**src/rtl/cpu_memseq_pkg.sv**
```systemverilog
// Shared types and defaults for the CPU memory request sequencer.
package cpu_memseq_pkg;

  typedef enum logic [2:0] {
    IDLE,
    ADDR,
    WAIT,
    DONE,
    ERR
  } state_e;

  typedef struct packed {
    logic [23:0] addr;
    logic [15:0] data;
    logic        write;
  } mem_req_t;

  localparam int unsigned TIMEOUT_CYCLES_DEF = 64;
  localparam logic [15:0] ERR_READ_DATA_DEF  = 16'hFFFF;
  localparam int unsigned CNT_W              = 7;

  function automatic mem_req_t pack_req(input logic [13:0] ppn,
                                        input logic [9:0]  ca,
                                        input logic [15:0] data,
                                        input logic        write);
    mem_req_t r;
    r.addr  = {ppn, ca};
    r.data  = data;
    r.write = write;
    return r;
  endfunction

endpackage

```
**src/rtl/cpu_memseq_req_buf.sv**
```systemverilog
// One-entry pending request slot; a push with pop in the same cycle replaces
// the entry, a push into a full slot without pop is dropped and flagged.
module cpu_memseq_req_buf
  import cpu_memseq_pkg::*;
(
  input  logic     sysclk,
  input  logic     sys_rst_n,
  input  logic     push,
  input  logic     pop,
  input  mem_req_t din,
  output mem_req_t dout,
  output logic     valid,
  output logic     overflow
);

  mem_req_t entry_q, entry_d;
  logic     valid_q, valid_d;

  // NOTE: every variable assigned in always_comb gets a default first, so no
  // path through the block can leave it unassigned and infer a latch.
  always_comb begin
    entry_d = entry_q;
    valid_d = valid_q;
    if (pop) begin
      valid_d = 1'b0;
    end
    if (push && (!valid_q || pop)) begin
      entry_d = din;
      valid_d = 1'b1;
    end
  end

  // NOTE: state registers use non-blocking assignments so every flop samples
  // pre-edge values regardless of statement order.
  always_ff @(posedge sysclk or negedge sys_rst_n) begin
    if (!sys_rst_n) begin
      valid_q <= 1'b0;
      // NOTE: the payload is reset only to keep bus outputs deterministic;
      // valid_q alone qualifies it.
      entry_q <= '0;
    end else begin
      valid_q <= valid_d;
      entry_q <= entry_d;
    end
  end

  assign dout     = entry_q;
  assign valid    = valid_q;
  assign overflow = push && valid_q && !pop;

endmodule

```
**src/rtl/cpu_mem_req_seq.sv**
```systemverilog
// Memory request sequencer: runs one REQ/ACK bus transfer at a time for the
// CPU, holds one pending request, and times out a silent memory.
module cpu_mem_req_seq
  import cpu_memseq_pkg::*;
#(
  parameter int unsigned TIMEOUT_CYCLES = TIMEOUT_CYCLES_DEF,
  parameter logic [15:0] ERR_READ_DATA  = ERR_READ_DATA_DEF
) (
  input  logic        sysclk,
  input  logic        sys_rst_n,
  input  logic        REQ,
  input  logic        WRITE,
  input  logic [13:0] PPN_23_10,
  input  logic [9:0]  CA_9_0,
  input  logic [15:0] CD_15_0_IN,
  input  logic        MEM_ACK_n,
  input  logic [15:0] MEM_DATA_IN,
  output logic [23:0] MEM_ADDR,
  output logic [15:0] MEM_DATA_OUT,
  output logic        MEM_REQ_n,
  output logic        MEM_WE_n,
  output logic [15:0] CD_15_0_OUT,
  output logic        DT_n,
  output logic        IOXERR_n,
  output logic        BUSY,
  output logic        OVF,
  input  logic        OVF_CLR
);

  localparam logic [CNT_W-1:0] CNT_LAST = CNT_W'(TIMEOUT_CYCLES - 1);

  state_e           state_q, state_d;
  mem_req_t         act_q, act_d;
  logic [CNT_W-1:0] cnt_q, cnt_d;
  logic [15:0]      cd_q, cd_d;
  logic             ovf_q, ovf_d;

  mem_req_t req_in;
  mem_req_t buf_dout;
  logic     buf_push, buf_pop, buf_valid, buf_ovf;
  logic     bus_active;

  assign req_in = pack_req(PPN_23_10, CA_9_0, CD_15_0_IN, WRITE);

  cpu_memseq_req_buf u_req_buf (
    .sysclk    (sysclk),
    .sys_rst_n (sys_rst_n),
    .push      (buf_push),
    .pop       (buf_pop),
    .din       (req_in),
    .dout      (buf_dout),
    .valid     (buf_valid),
    .overflow  (buf_ovf)
  );

  always_comb begin
    state_d  = state_q;
    act_d    = act_q;
    cnt_d    = cnt_q;
    cd_d     = cd_q;
    ovf_d    = ovf_q;
    buf_push = 1'b0;
    buf_pop  = 1'b0;

    unique case (state_q)
      IDLE: begin
        if (REQ) begin
          act_d   = req_in;
          state_d = ADDR;
        end
      end

      ADDR: begin
        buf_push = REQ;
        cnt_d    = '0;
        state_d  = WAIT;
      end

      WAIT: begin
        buf_push = REQ;
        // Acknowledge takes priority over a timeout landing in the same cycle.
        if (!MEM_ACK_n) begin
          if (!act_q.write) cd_d = MEM_DATA_IN;
          state_d = DONE;
        end else if (cnt_q == CNT_LAST) begin
          if (!act_q.write) cd_d = ERR_READ_DATA;
          state_d = ERR;
        end else begin
          cnt_d = cnt_q + CNT_W'(1);
        end
      end

      DONE, ERR: begin
        // The pending entry is older, so it goes first; a fresh REQ then
        // refills the slot it vacates. With the slot empty, REQ bypasses it.
        if (buf_valid) begin
          act_d    = buf_dout;
          buf_pop  = 1'b1;
          buf_push = REQ;
          state_d  = ADDR;
        end else if (REQ) begin
          act_d   = req_in;
          state_d = ADDR;
        end else begin
          state_d = IDLE;
        end
      end

      default: state_d = IDLE;
    endcase

    if (OVF_CLR) ovf_d = 1'b0;
    if (buf_ovf) ovf_d = 1'b1;
  end

  always_ff @(posedge sysclk or negedge sys_rst_n) begin
    if (!sys_rst_n) begin
      state_q <= IDLE;
      act_q   <= '0;
      cnt_q   <= '0;
      cd_q    <= '0;
      ovf_q   <= 1'b0;
    end else begin
      state_q <= state_d;
      act_q   <= act_d;
      cnt_q   <= cnt_d;
      cd_q    <= cd_d;
      ovf_q   <= ovf_d;
    end
  end

  assign bus_active   = (state_q == ADDR) || (state_q == WAIT);
  assign MEM_REQ_n    = !bus_active;
  assign MEM_WE_n     = !(bus_active && act_q.write);
  assign MEM_ADDR     = act_q.addr;
  assign MEM_DATA_OUT = act_q.data;
  assign CD_15_0_OUT  = cd_q;
  assign DT_n         = (state_q != DONE);
  assign IOXERR_n     = (state_q != ERR);
  assign BUSY         = (state_q != IDLE) || buf_valid;
  assign OVF          = ovf_q;

endmodule

```
**config.mk**
```make
export PLATFORM = sky130hd
export DESIGN_NAME = cpu_mem_req_seq
export DESIGN_NICKNAME = d
export VERILOG_FILES = /design/src/rtl/cpu_memseq_pkg.sv /design/src/rtl/cpu_memseq_req_buf.sv /design/src/rtl/cpu_mem_req_seq.sv
export SDC_FILE = /design/constraint.sdc
export NUM_CORES = 1
export LEC_CHECK = 0
export CAP_MARGIN = 20
export CORE_ASPECT_RATIO = 1.75
export CORE_MARGIN = 2
export CORE_UTILIZATION = 46
export CTS_CLUSTER_SIZE = 16
export DETAILED_ROUTE_END_ITERATION = 10
export PLACE_DENSITY = 0.82
export SYNTH_ARGS = -nofsm -noshare
export SYNTH_HDL_FRONTEND = slang
export SYNTH_SLANG_ARGS = --single-unit
```
**constraint.sdc**
```tcl
create_clock -name sysclk -period 1.95 [get_ports sysclk]
set_clock_uncertainty 0.1 [all_clocks]
set_input_delay 0.2925 -clock sysclk [delete_from_list [all_inputs] [get_ports sysclk]]
set_output_delay 0.2925 -clock sysclk [all_outputs]
set_load 0.005 [all_outputs]
```
# After elaboration in Yosys (flattened, before gate mapping)
# Index checks and enable logic that the tools add are counted.
# totals
regBits,110
latchBits,0
ram_bits,0
mem_bits_ro,0
input_bits,62
n_memories,0
# op_classes
n_addsub,1
multipliers,0
div_mod_pow,0
order_cmp,0
eq_ne,14
shifts,0
mux,24
bitwise_logic,0
reduce_logical,22
# op_table
op,count
2-to-1 mux 41 bit,2
case mux 41 bit (2 select lines),1
2-to-1 mux 16 bit,4
2-to-1 mux 7 bit,2
case mux 7 bit (2 select lines),1
case mux 3 bit (4 select lines),1
inequality test 2 bit (second input constant),5
2-to-1 mux 1 bit,9
2-to-1 mux 3 bit,3
nonzero test 2 bit,4
adder 7 x 1 -> 7 bit (second input constant),1
== test 7 x 6 -> 1 bit (second input constant),1
== test 3 x 2 -> 1 bit (second input constant),2
inequality test 3 bit (second input constant),2
logical AND 1 bit,4
logical NOT 1 bit,4
AND reduction 4 bit,1
OR reduction 2 bit,2
== test 3 x 1 -> 1 bit (second input constant),1
== test 3 bit (second input constant),1
logical NOT 3 bit,1
logical OR 1 bit,3
inequality test 3 x 2 -> 1 bit (second input constant),1
AND reduction 3 bit,1
other kinds (4),4

# Logic depth before layout (Yosys ltp)
# Gate-level depths: netlist of run 1.
# logic_depth
ltp_word,6
depth_mapped,7
mapped_depth_nobuf,5

# By module
# From an unflattened synthesis of run 1, not the netlist that was laid out.
# unflattened
cells_unflattened,401
hier_area_um2,5167.5
# by_module_without_submodules
mod,instances,cells_each,area_per_inst_um2,seq_area_each_um2
cpu_mem_req_seq,1,309,3423.3,1701.6
cpu_memseq_req_buf,1,92,1744.2,1051.0

# Worst setup path before layout of run 1
# Ideal clock, no wire load.
# synth_timing
path_type,register -> register
from,register cnt_q[0]
to,register cd_q[10] (netlist: CD_15_0_OUT[10])
setup_time_ps,121
arrival_ps,1604
required_time_ps,1729
path_slack_ps,125
path_stages_with_launch,7
n_path_buf,1
period_less_slack_ps,1825
path_cell_list,dfrtp_1 > ha_1 > and3b_1 > a21boi_1 > nor3_2 > buf_2 > o22a_1
# synth_between
elab_chain_cells,3
elab_cells_between_ends,4
# synth_rtl
item,line_no,source
from (decl),cpu_mem_req_seq.sv:34,"logic [CNT_W-1:0] cnt_q, cnt_d;"
from (signal assigned),cpu_mem_req_seq.sv:126,cnt_q <= cnt_d;
== test 7 x 6 -> 1 bit *,cpu_mem_req_seq.sv:85,end else if (cnt_q == CNT_LAST) begin
inequality test 2 bit (no line) or inequality test 2 x 1 -> 1 bit (tied branches),n/a,
AND reduction 4 bit (no line) *,n/a,
to (signal assigned),cpu_mem_req_seq.sv:121,cd_q <= '0;
to (signal assigned),cpu_mem_req_seq.sv:127,cd_q <= cd_d;
to (decl),cpu_mem_req_seq.sv:35,"logic [15:0] cd_q, cd_d;"
# Mark *: on every way between the ends. The rest lies on a longest branch, timed or not.
# A chain may end at the register's enable or synchronous reset.

# Worst setup path in the final report of run 1
# layout_timing
from,register state_q[1]
to,register u_req_buf.entry_q (netlist bit u_req_buf.dout[7])
# layout_between
elab_chain_cells,5
elab_cells_between_ends,10
# layout_rtl
item,line_no,source
from (decl),cpu_mem_req_seq.sv:32,"state_e state_q, state_d;"
from (signal assigned),cpu_mem_req_seq.sv:124,state_q <= state_d;
== test 3 x 2 -> 1 bit or == test 3 bit (tied branches),cpu_mem_req_seq.sv:65,unique case (state_q)
OR reduction 2 bit,cpu_mem_req_seq.sv:65,
2-to-1 mux 1 bit,cpu_mem_req_seq.sv:65,
logical OR 1 bit,cpu_memseq_req_buf.sv:27,if (push && (!valid_q || pop)) begin
logical AND 1 bit *,cpu_memseq_req_buf.sv:27,
to (signal assigned),cpu_memseq_req_buf.sv:43,entry_q <= entry_d;
to (decl),cpu_memseq_req_buf.sv:16,"mem_req_t entry_q, entry_d;"
# Marked as above.

==> reports/qor.csv, run 1 <==
metric,value,unit
setup_violations,7,
worstMarginPinSlew,431.7,ps
htree_levels,3,
drc_errors,0,
finalCritPeriodShare,1.003,
drt_iter0_markers,167,
whs,325.0,ps
grtUsageTotal,0.2155,
die-height,149.1,um
dp_slack,-150.5,ps
avgRoutedWirePerCell,20.44,um
end_kind,flop,
hold_class,input pin to asynchronous set/reset pin,
ant_nets,0,
grt_max_degree,42,
fin_crit,1956,ps
cts.sinks,110,
numPortBuffers,123,
n_antenna_cell,0,
cts_tree,yes,
final_layout_size_suffix_gt1_frac,0.2621,
failed_checks,setup timing,
area_growth,37.78,%
p_total,0.01221,W
maxCapViolCount,0,
timing.fmax,0.5113,GHz
r2r-end,u_req_buf.dout[7]$_DFFE_PN0P_,
antenna_found_initial,0,
n_fill_cell,894,
start_util,0.4665,
coreArea,0.01187,mm2
num_rows,53,
ys_types,48,
die_area,0.01297,mm2
ir_worst_vdd,0.8493,mV
multi_input_area,0.002394,mm2
crit_type,flop to flop,
dp_hpwl,9686,um
power.density,1601,mW/mm2
vias_per_cell,5.554,
synthCells,444,
cellLeakagePower,3.583,nW
fin_ws,-5.679,ps
clk_pin_slew_worst_paths,70,ps
dr_total_vias,3982,
timing.rr.start,state_q[1]$_DFFE_PN0P_,
mappedNetlistNets,507,
critPathLaunchType,flop,
chipWidth,86.94,um
hold_viol_final,0,
yosysWarnings,0,
slew_viol_final,0,
ys_seq_elements,110,
ys_seq_area_frac,0.4971,
crit_required,2080,ps
overflow,0,
clock-root-buffer,clkbuf_16,
setup-tns-final,-15.50,ps
rsz0062_at_grt,yes,
clock_path_buffers,2,
clk_latency,340,ps
grt_pass1_wl,21670,um
grt_pass1_vias,4259,
first_pass_iters,4,
arrival,2080,ps
fin_util,0.6428,
avgSynthCellArea,12.47,um2
finalNetCount,639,
io_pins,124,
synth_area,0.005538,mm2
register_area,0.002755,mm2
rr_worst_depth,7,
status,"complete, but fails checks",
path_max_fanout,7,
r2r_setup_slack,-6,ps
wl,14650,um
cts_buffers,9,
gp_congestion,0.9079,
slew-limit-headroom,0.7122,
-- kinds of logic after synthesis --
kind of cell / Yosys count / share of synthesized area
multiplexers: 82 / 0.1846
adder cells (fa/ha/maj): 1 / 0.002259
AO/OA/AOI/OAI: 90 / 0.1347
AND/OR/NAND/NOR: 87 / 0.09376
flip-flops: 110 / 0.4971
buffers and inverters: 74 / 0.08766
-- layout make-up --
cell class,count,area share
Clock inverter,2,0.002132
Inverter,5,0.002460
Tap cell,137,0.02247
Timing Repair Buffer,190,0.2627
Clock buffer,13,0.03542
Sequential cell,110,0.3611
Multi-Input combinational cell,260,0.3137
-- synth_stat cells (all sizes together) --
| cell type | number | area (um2) |
|---|---|---|
| nor4 | 2 | 27.53 |
| nand2b | 41 | 256.5 |
| and3 | 3 | 18.77 |
| a221o | 1 | 10.01 |
| nor3 | 1 | 10.01 |
| nand3b | 1 | 7.510 |
| inv | 5 | 18.77 |
| a31oi | 1 | 6.260 |
| a31o | 1 | 8.760 |
| o221ai | 1 | 8.760 |
| dfrtp | 110 | 2753 |
| clkbuf | 8 | 30.03 |
| ha | 1 | 12.51 |
| a32o | 2 | 20.02 |
| o21bai | 1 | 7.510 |
| and3b | 1 | 8.760 |
| a22o | 2 | 17.52 |
| mux2i | 41 | 410.4 |
| o31ai | 2 | 15.01 |
| o21a | 1 | 7.510 |
| nand4 | 2 | 12.51 |
| nand2 | 15 | 56.30 |
| nor2 | 7 | 33.78 |
| or3 | 2 | 12.51 |
| and2b | 1 | 7.510 |
| a21boi | 1 | 7.510 |
| and4 | 1 | 8.760 |
| buf | 61 | 436.7 |
| o22ai | 1 | 6.260 |
| a21oi | 5 | 25.02 |
| o211ai | 2 | 15.01 |
| mux2 | 41 | 611.8 |
| o22a | 17 | 148.9 |
| a311oi | 1 | 8.760 |
| nor2b | 4 | 25.02 |
| a21o | 2 | 15.01 |
| o21ai | 8 | 58.81 |
| a2bb2oi | 41 | 359.1 |
| nand3 | 3 | 15.01 |
| and2 | 1 | 6.260 |
| or2 | 2 | 12.51 |
-- metal layers --
metal	track usage	vias to the layer above	routed length [um]
li1	-	1814	-
met1	0.2429	2021	5599
met2	0.3782	107	7878
met3	0.03431	40	540
met4	0.1203	0	636
met5	0	-	0
-- registers in the layout (all words and copies together) (netlist names) --
name,cells
cnt_q,7
OVF,1
MEM_ADDR,24
act_q,1
u_req_buf.valid,1
MEM_DATA_OUT,16
u_req_buf.dout,41
CD_15_0_OUT,16
state_q,3
-- worst max-delay path, cell delays in order, from the launching register on --
cell       delay [ps]
dfrtp_2           440
buf_6             130
nor2b_4           130
a32o_2            250
o21ai_4           170
buf_12            170
clkbuf_16         170
mux2_4            300
-- cell usage in the layout (no fill, tap or decap), types with 3 or more instances in the layout --
master and n:
mux2i_1 37, clkdlybuf4s50_1 116, dlygate4sd2_1 3, mux2_4 41, buf_12 14, clkbuf_8 3
o21ai_0 5, nand2_1 13, and3_1 3, o22a_1 17, a21oi_1 5, buf_6 5
nand3_1 3, nor2_1 5, a2bb2oi_1 40, mux2i_2 3, nand2b_1 41, clkbuf_16 14
o21ai_4 3, buf_2 3, dfrtp_1 108, inv_1 5, buf_4 42
-- how the worst max path moves through the flow --
stage / startpoint / endpoint / cells past startpoint
global placement: state_q[0]$_DFFE_PN0P_ / CD_15_0_OUT[14]$_DFFE_PN0P_ / 6
CTS: state_q[1]$_DFFE_PN0P_ / u_req_buf.dout[5]$_DFFE_PN0P_ / 6
global route: state_q[1]$_DFFE_PN0P_ / MEM_DATA_OUT[11]$_DFFE_PN0P_ / 8
finish: state_q[1]$_DFFE_PN0P_ / u_req_buf.dout[7]$_DFFE_PN0P_ / 7
detailed placement: state_q[0]$_DFFE_PN0P_ / CD_15_0_OUT[13]$_DFFE_PN0P_ / 6
floorplan: cnt_q[0]$_DFFE_PN0P_ / CD_15_0_OUT[10]$_DFFE_PN0P_ / 6
-- power breakdown --
group	total, W	switching (W)	internal [W]
Combinational	0.00632	0.00232	0.00401
Sequential	0.00410	0.000721	0.00338
Clock	0.00179	0.000818	0.000969
-- stage by stage --
| step | instance area, um2 | std cells |
|---|---|---|
| final | 7630 | 717 |
| after global routing | 7630 | 717 |
| after CTS | 7288 | 704 |
| after detailed placement | 6907 | 680 |
| after global placement | 6907 | 680 |
| after floorplan | 5538 | 444 |
-- timing repair --
action / 4_1_cts / 5_1_grt
gates resized for setup: 17 / 37
endpoints found under the setup margin: 33 / 85
buffers inserted: 9 / 5
hold buffers: 1 / 0
endpoints found under the hold margin: 28 / 0
pin swaps: 1 / 19
gates cloned: 0 / 8
(Power assumes the default switching activity.)
==> run 2, diff against run 1 <==
--- a/config.mk
+++ b/config.mk
@@ -5,6 +5,7 @@
 export SDC_FILE = /design/constraint.sdc
 export NUM_CORES = 1
 export LEC_CHECK = 0
+export ABC_CLOCK_PERIOD_IN_PS = 1950
 export CAP_MARGIN = 20
 export CORE_ASPECT_RATIO = 1.75
 export CORE_MARGIN = 2
==> results of run 2 <==
Final layout, timing and power as in run 1 (identical DEF).
==> run 3, diff against run 2 <==
--- a/config.mk
+++ b/config.mk
@@ -5,6 +5,7 @@
 export SDC_FILE = /design/constraint.sdc
 export NUM_CORES = 1
 export LEC_CHECK = 0
+export ABC_AREA = 0
 export ABC_CLOCK_PERIOD_IN_PS = 1950
 export CAP_MARGIN = 20
 export CORE_ASPECT_RATIO = 1.75
==> results of run 3 <==
Final layout, timing and power as in run 1 (identical DEF).
